==> config.mk <==
export PLATFORM = sky130hd
export DESIGN_NAME = seg7_scan_ctrl
export DESIGN_NICKNAME = d
export VERILOG_FILES = /design/src/rtl/seg7_pkg.sv /design/src/rtl/seg7_hex_decode.sv /design/src/rtl/seg7_scan_ctrl.sv
export SDC_FILE = /design/constraint.sdc
export NUM_CORES = 1
export LEC_CHECK = 0
export CORE_ASPECT_RATIO = 0.5
export CORE_MARGIN = 8
export CORE_UTILIZATION = 47
export DETAILED_ROUTE_END_ITERATION = 16
export HOLD_SLACK_MARGIN = 0.02
export PLACE_DENSITY = 0.84
export SYNTH_ARGS = -nofsm -noshare
export SYNTH_HDL_FRONTEND = slang
export SYNTH_HIERARCHICAL = 1
export SYNTH_SLANG_ARGS = --single-unit
==> constraint.sdc <==
create_clock -name CLK -period 9.8 [get_ports CLK]
set_input_delay 0.98 -clock CLK [delete_from_list [all_inputs] [get_ports CLK]]
set_output_delay 0.98 -clock CLK [all_outputs]
set_load 0.01 [all_outputs]
==> src/rtl/seg7_pkg.sv <==
// Shared constants for the 7-segment scan controller: active-low hex glyphs and segment layout.
package seg7_pkg;

    localparam int unsigned SEG_W  = 7;
    localparam int unsigned DISP_W = 8;
    localparam int unsigned DP_BIT = 7;

    localparam logic [SEG_W-1:0] SEG_BLANK = 7'h7F;

    // Active-low {g,f,e,d,c,b,a} for hex digits 0..F
    localparam logic [SEG_W-1:0] SEG_HEX [0:15] = '{
        7'h40, 7'h79, 7'h24, 7'h30, 7'h19, 7'h12, 7'h02, 7'h78,
        7'h00, 7'h10, 7'h08, 7'h03, 7'h46, 7'h21, 7'h06, 7'h0E
    };

endpackage

==> src/rtl/seg7_hex_decode.sv <==
// Combinational nibble to active-low 7-segment glyph lookup.
module seg7_hex_decode
    import seg7_pkg::*;
(
    input  logic [3:0]       nibble,
    output logic [SEG_W-1:0] seg_c
);

    assign seg_c = SEG_HEX[nibble];

endmodule

==> src/rtl/seg7_scan_ctrl.sv <==
// Multiplexed 7-segment scan controller: priority channel latch with hold, digit scan with
// leading-zero blanking, per-digit DP and an all-off blank window at the start of every slot.
module seg7_scan_ctrl
    import seg7_pkg::*;
#(
    parameter  int unsigned NUM_DIGITS  = 8,
    parameter  int unsigned NUM_CH      = 3,
    parameter  int unsigned REFRESH_DIV = 50000,
    parameter  int unsigned BLANK_CYC   = 16,
    parameter  int unsigned DEFAULT_CH  = 2,
    localparam int unsigned CH_W        = (NUM_CH > 1) ? $clog2(NUM_CH) : 1
) (
    input  logic                   CLK,
    input  logic                   RST,
    input  logic [NUM_CH*32-1:0]   ch_data,
    input  logic [NUM_CH-1:0]      ch_valid,
    input  logic                   hold,
    input  logic                   lz_blank,
    input  logic [NUM_DIGITS-1:0]  dp_mask,
    output logic [DISP_W-1:0]      tubeDisplay,
    output logic [NUM_DIGITS-1:0]  tubeSelect,
    output logic [31:0]            shown_data,
    output logic [CH_W-1:0]        shown_ch
);

    localparam int unsigned DIG_W   = (NUM_DIGITS > 1) ? $clog2(NUM_DIGITS) : 1;
    localparam int unsigned PRESC_W = $clog2(REFRESH_DIV);

    logic [PRESC_W-1:0]    presc;
    logic [DIG_W-1:0]      dig;
    logic                  presc_wrap_c;
    logic                  slot_blank_c;
    logic [31:0]           sel_data_c;
    logic [CH_W-1:0]       sel_ch_c;
    logic [3:0]            nibble_c;
    logic [SEG_W-1:0]      hex_seg_c;
    logic                  upper_nz_c;
    logic [NUM_DIGITS-1:0] lz_mask_c;
    logic [DISP_W-1:0]     display_c;
    logic [NUM_DIGITS-1:0] select_c;

    assign presc_wrap_c = (presc == PRESC_W'(REFRESH_DIV - 1));
    assign slot_blank_c = (presc < PRESC_W'(BLANK_CYC));

    // Slot prescaler and digit counter
    always_ff @(posedge CLK) begin
        if (RST) begin
            presc <= '0;
            dig   <= '0;
        end else if (presc_wrap_c) begin
            presc <= '0;
            dig   <= (dig == DIG_W'(NUM_DIGITS - 1)) ? '0 : dig + DIG_W'(1);
        end else begin
            presc <= presc + PRESC_W'(1);
        end
    end

    // Lowest-index valid channel wins; fall back to the default channel
    always_comb begin
        sel_ch_c   = CH_W'(DEFAULT_CH);
        sel_data_c = ch_data[32*DEFAULT_CH +: 32];
        for (int i = int'(NUM_CH) - 1; i >= 0; i--) begin
            if (ch_valid[i]) begin
                sel_ch_c   = CH_W'(i);
                sel_data_c = ch_data[32*i +: 32];
            end
        end
    end

    // Digit k blanks when it and every more-significant nibble are zero
    always_comb begin
        lz_mask_c  = '0;
        upper_nz_c = 1'b0;
        for (int k = int'(NUM_DIGITS) - 1; k >= 1; k--) begin
            upper_nz_c   = upper_nz_c | (|shown_data[4*k +: 4]);
            lz_mask_c[k] = lz_blank & ~upper_nz_c;
        end
    end

    always_comb begin
        nibble_c = '0;
        for (int k = 0; k < int'(NUM_DIGITS); k++) begin
            if (dig == DIG_W'(k)) begin
                nibble_c = shown_data[4*k +: 4];
            end
        end
    end

    seg7_hex_decode u_hex_decode (
        .nibble (nibble_c),
        .seg_c  (hex_seg_c)
    );

    always_comb begin
        select_c  = '1;
        display_c = '1;
        if (!slot_blank_c) begin
            select_c[dig]     = 1'b0;
            display_c[SEG_W-1:0] = lz_mask_c[dig] ? SEG_BLANK : hex_seg_c;
            display_c[DP_BIT] = ~dp_mask[dig];
        end
    end

    // Latched value and registered tube drive
    always_ff @(posedge CLK) begin
        if (RST) begin
            shown_data  <= '0;
            shown_ch    <= CH_W'(DEFAULT_CH);
            tubeDisplay <= '1;
            tubeSelect  <= '1;
        end else begin
            tubeDisplay <= display_c;
            tubeSelect  <= select_c;
            if (!hold) begin
                shown_data <= sel_data_c;
                shown_ch   <= sel_ch_c;
            end
        end
    end

endmodule

==> metrics.csv <==
metric,value,unit
status,"complete, no violations",
seq_area_frac_synth,35.81,%
antenna_found_initial,0,
synthesis.nets,604,
fill_cells,627,
slowest_stage,dfxtp_1,
ff_latch_area,0.001381,mm^2
crit_path_end_kind,register,
finalWirelength,12850,um
track_usage,22.08,%
synthArstFlopShare,0,%
avgRoutedWirePerCell,17.51,um
drive_above_1_share,4.180,%
critPathKind,register to register,
rsz0062_at_grt,false,
antenna_cells,0,
multi_input_area,0.002302,mm^2
cpPeakStageDelay,0.68,ns
p_seq_share,38.3,%
p_per_area,136.4,mW/mm^2
netlist.area_leader.share,35.81,%
min_path_cells,1,
r2r_end,tubeDisplay[3]$_SDFF_PP1_,
yosysWarnings,6,
ys_ff_latch,69,
worstSkewPairLatency,0.33,ns
grt_pass1_wl,20070,um
nets,742,
synthAdderAreaFrac,4.541,%
grt_max_degree,54,
worstPathCellList,"inv_1, ha_1, or2_2, o311ai_0, a211oi_1, nor2_1, inv_1, ha_1, inv_1, mux4_1, nor2_1, nand2_1",
synth-edff-count,0,
vdd_drop_max,0.09787,mV
finalSetupViolations,0,
cts.reportedPaths.clkPinSlew,0.06,ns
cts_max_level,3,
synth_xor_area_share,3.179,%
post-dp-hpwl,9707,um
root_buffer,clkbuf_16,
hold_viol,0,
dr_total_vias,3998,
cts_resized,0,
clockBufferDepth,2,
switchingPower,0.1936,mW
clockPowerShare,44.2,%
startpoint_type,register,
whs_endpoint,presc[0]$_SDFF_PP0_,
hold_path.class,register to register,
post-route-util,72.61,%
post_cts_buffers,0,
drc,0,
path_delay_family,simple AND/OR/NAND/NOR gates,
cp_common_cell,inv_1,
grt_overflow,0,
yosys.area.top_type,dfxtp_1,
critPathArrivalTime,4.38,ns
synth_area_per_cell,8.053,um^2
reg2reg_depth,12,
grt_pass1_vias,3902,
die_y,80.06,um
cts_hold_buf,0,
fin_crit_sh,42.72,%
tightest_slew,1.193,ns
numPortBuffers,159,
core,0.007971,mm^2
place.gp.congestion,0.8002,
swShare,24.52,%
syn_to_final_growth,50.05,%
r2r_slack,5.61,ns
cts_made_buffers,9,
pin_count,161,
p_leak,2.245,nW
slew_headroom,20.21,%
viasPerCell,5.447,
num_rows,23,
synthFlopType,dfxtp_1,
required,10.00,ns
ys_types,47,
holdWs,0.4461,ns
drv_cap,0,
first_pass_iters,5,
worstReg2RegStart,dig[2]$_SDFFE_PP0P_,
synth_compound_area_share,16.09,%
start_util,48.39,%
cp_max_fo,17,
final.min_clock_period,4.187,ns
die-area,0.01154,mm^2
cts_sinks,69,
die_x,144.1,um
fin_tns_setup,0,ns
maxSlewViolCount,0,
max_freq,238.8,MHz
combPwrFrac,17.5,%
skew,0.007828,ns
muxShareOfSynthArea,11.74,%
hold_start,presc[0]$_SDFF_PP0_,
cts_tree,built,
synthSimpleGateAreaFrac,24.00,%
internal_power,0.5959,mW
crit_buf_inv,3,
drt_iter0_drc,247,
synthTopCellsByArea,"dfxtp_1, mux2i_1, nor2_1",
synth_top_family_by_area,simple AND/OR/NAND/NOR gates,
synthCells,479,
drt.antenna.violating_nets,0,
netlist_area,0.003857,mm^2
per-stage QoR:
stage | instance area, um^2 | worst slack, ns | total power [mW] | instances
after floorplan | 3857 | 6.471 | 0.3671 | 479
final | 5788 | 5.613 | 0.7895 | 734
after global placement | 5463 | 5.891 | 0.4418 | 718
after CTS | 5788 | 5.760 | 0.7909 | 734
after detailed placement | 5463 | 5.821 | 0.4452 | 718
after global routing | 5788 | 5.440 | 0.8207 | 734
worst reg2reg max path, cell delays in order, from the launching register on:
cell and delay [ns]:
dfxtp_1 0.68, inv_1 0.37, ha_1 0.37, or2_2 0.32, o311ai_0 0.54, a211oi_1 0.16
nor2_1 0.38, inv_1 0.18, ha_1 0.32, inv_1 0.06, mux4_1 0.50, nor2_1 0.11
nand2_1 0.05
how the worst max path moves through the flow:
stage,cells after the start,to,slack (ns),start
2_1_floorplan,14,tubeDisplay[3]$_SDFF_PP1_,6.47,dig[2]$_SDFFE_PP0P_
3_3_place_gp,12,tubeDisplay[3]$_SDFF_PP1_,5.89,dig[2]$_SDFFE_PP0P_
3_5_place_dp,12,tubeDisplay[3]$_SDFF_PP1_,5.82,dig[2]$_SDFFE_PP0P_
4_1_cts,12,tubeDisplay[3]$_SDFF_PP1_,5.76,dig[2]$_SDFFE_PP0P_
5_1_grt,12,tubeDisplay[3]$_SDFF_PP1_,5.44,dig[2]$_SDFFE_PP0P_
6_report,12,tubeDisplay[3]$_SDFF_PP1_,5.61,dig[2]$_SDFFE_PP0P_
flip-flops by register name, summed over array words and instances (netlist names):
register     count
shown_data      32
presc           16
shown_ch         2
tubeDisplay      8
tubeSelect       8
dig              3
layout by cell type (no fill, tap or decap), types with 2 or more instances in the layout:
master             n
o311ai_0           4
mux2i_1           40
ha_1              14
a221oi_1          19
nor2_1            98
xor2_1             9
nor4_1             7
xnor2_1            5
o21ai_0           23
clkinv_4           2
a211oi_1           4
buf_4              2
and4_1             2
nand2b_1           5
a21oi_1           17
nor3_1             6
clkbuf_16          9
inv_1             10
a22oi_1           14
nand3_1            9
nand4_1            7
clkinvlp_4         3
or3_1              2
nor2b_1           12
and3_1             3
a31oi_1            2
nand2_1           44
clkdlybuf4s50_1  158
dfxtp_1           69
bufinv_16          2
routing by layer:
layer / up-vias / wire (um) / GRT usage (%) / share of wire [%]
met1: 1905 / 5336 / 26.04 / 42
met2: 109 / 6708 / 40.51 / 52
met3: 18 / 604 / 4.258 / 4.7
li1: 1966 / - / - / -
met5: - / 0 / 0 / 0
met4: 0 / 201 / 5.827 / 1.6
cells by family (layout without fill, tap and decap cells):
logic type | Yosys count | count (layout)
and+or+nand+nor | 203 | 203
AOI/OAI and AO/OA | 92 | 92
DFF | 69 | 69
buffers and inverters | 44 | 187
muxes | 43 | 43
adders and majority gates | 14 | 14
xor gates and xnor gates | 14 | 14
power groups by stage:
| stage | clock (mW) | combinational (mW) | sequential [mW] |
|---|---|---|---|
| floorplan | 0 | 0.0579 | 0.309 |
| global placement | 0 | 0.134 | 0.308 |
| detailed placement | 0 | 0.137 | 0.308 |
| CTS | 0.350 | 0.138 | 0.303 |
| global route | 0.367 | 0.150 | 0.304 |
| finish | 0.349 | 0.138 | 0.303 |
area by class of cell:
type,count,area share (%)
flip-flops and latches,69,23.87
clock buffers,9,3.891
inverters,10,0.6485
multi-input cells,366,39.78
well taps,112,2.421
repair buffers,161,27.67
clock inverters,7,1.729
synth_stat cells, types with 7 or more instances:
library cell and count:
nor2b_1 12, o21ai_0 23, mux2i_1 40, a221oi_1 19, nand2_1 44, xor2_1 9
dfxtp_1 69, ha_1 14, a22oi_1 14, a21oi_1 17, nand4_1 7, nor2_1 98
clkbuf_1 26, inv_1 10, nand3_1 9, nor4_1 7
No activity file was read; power rests on OpenSTA's default activity.
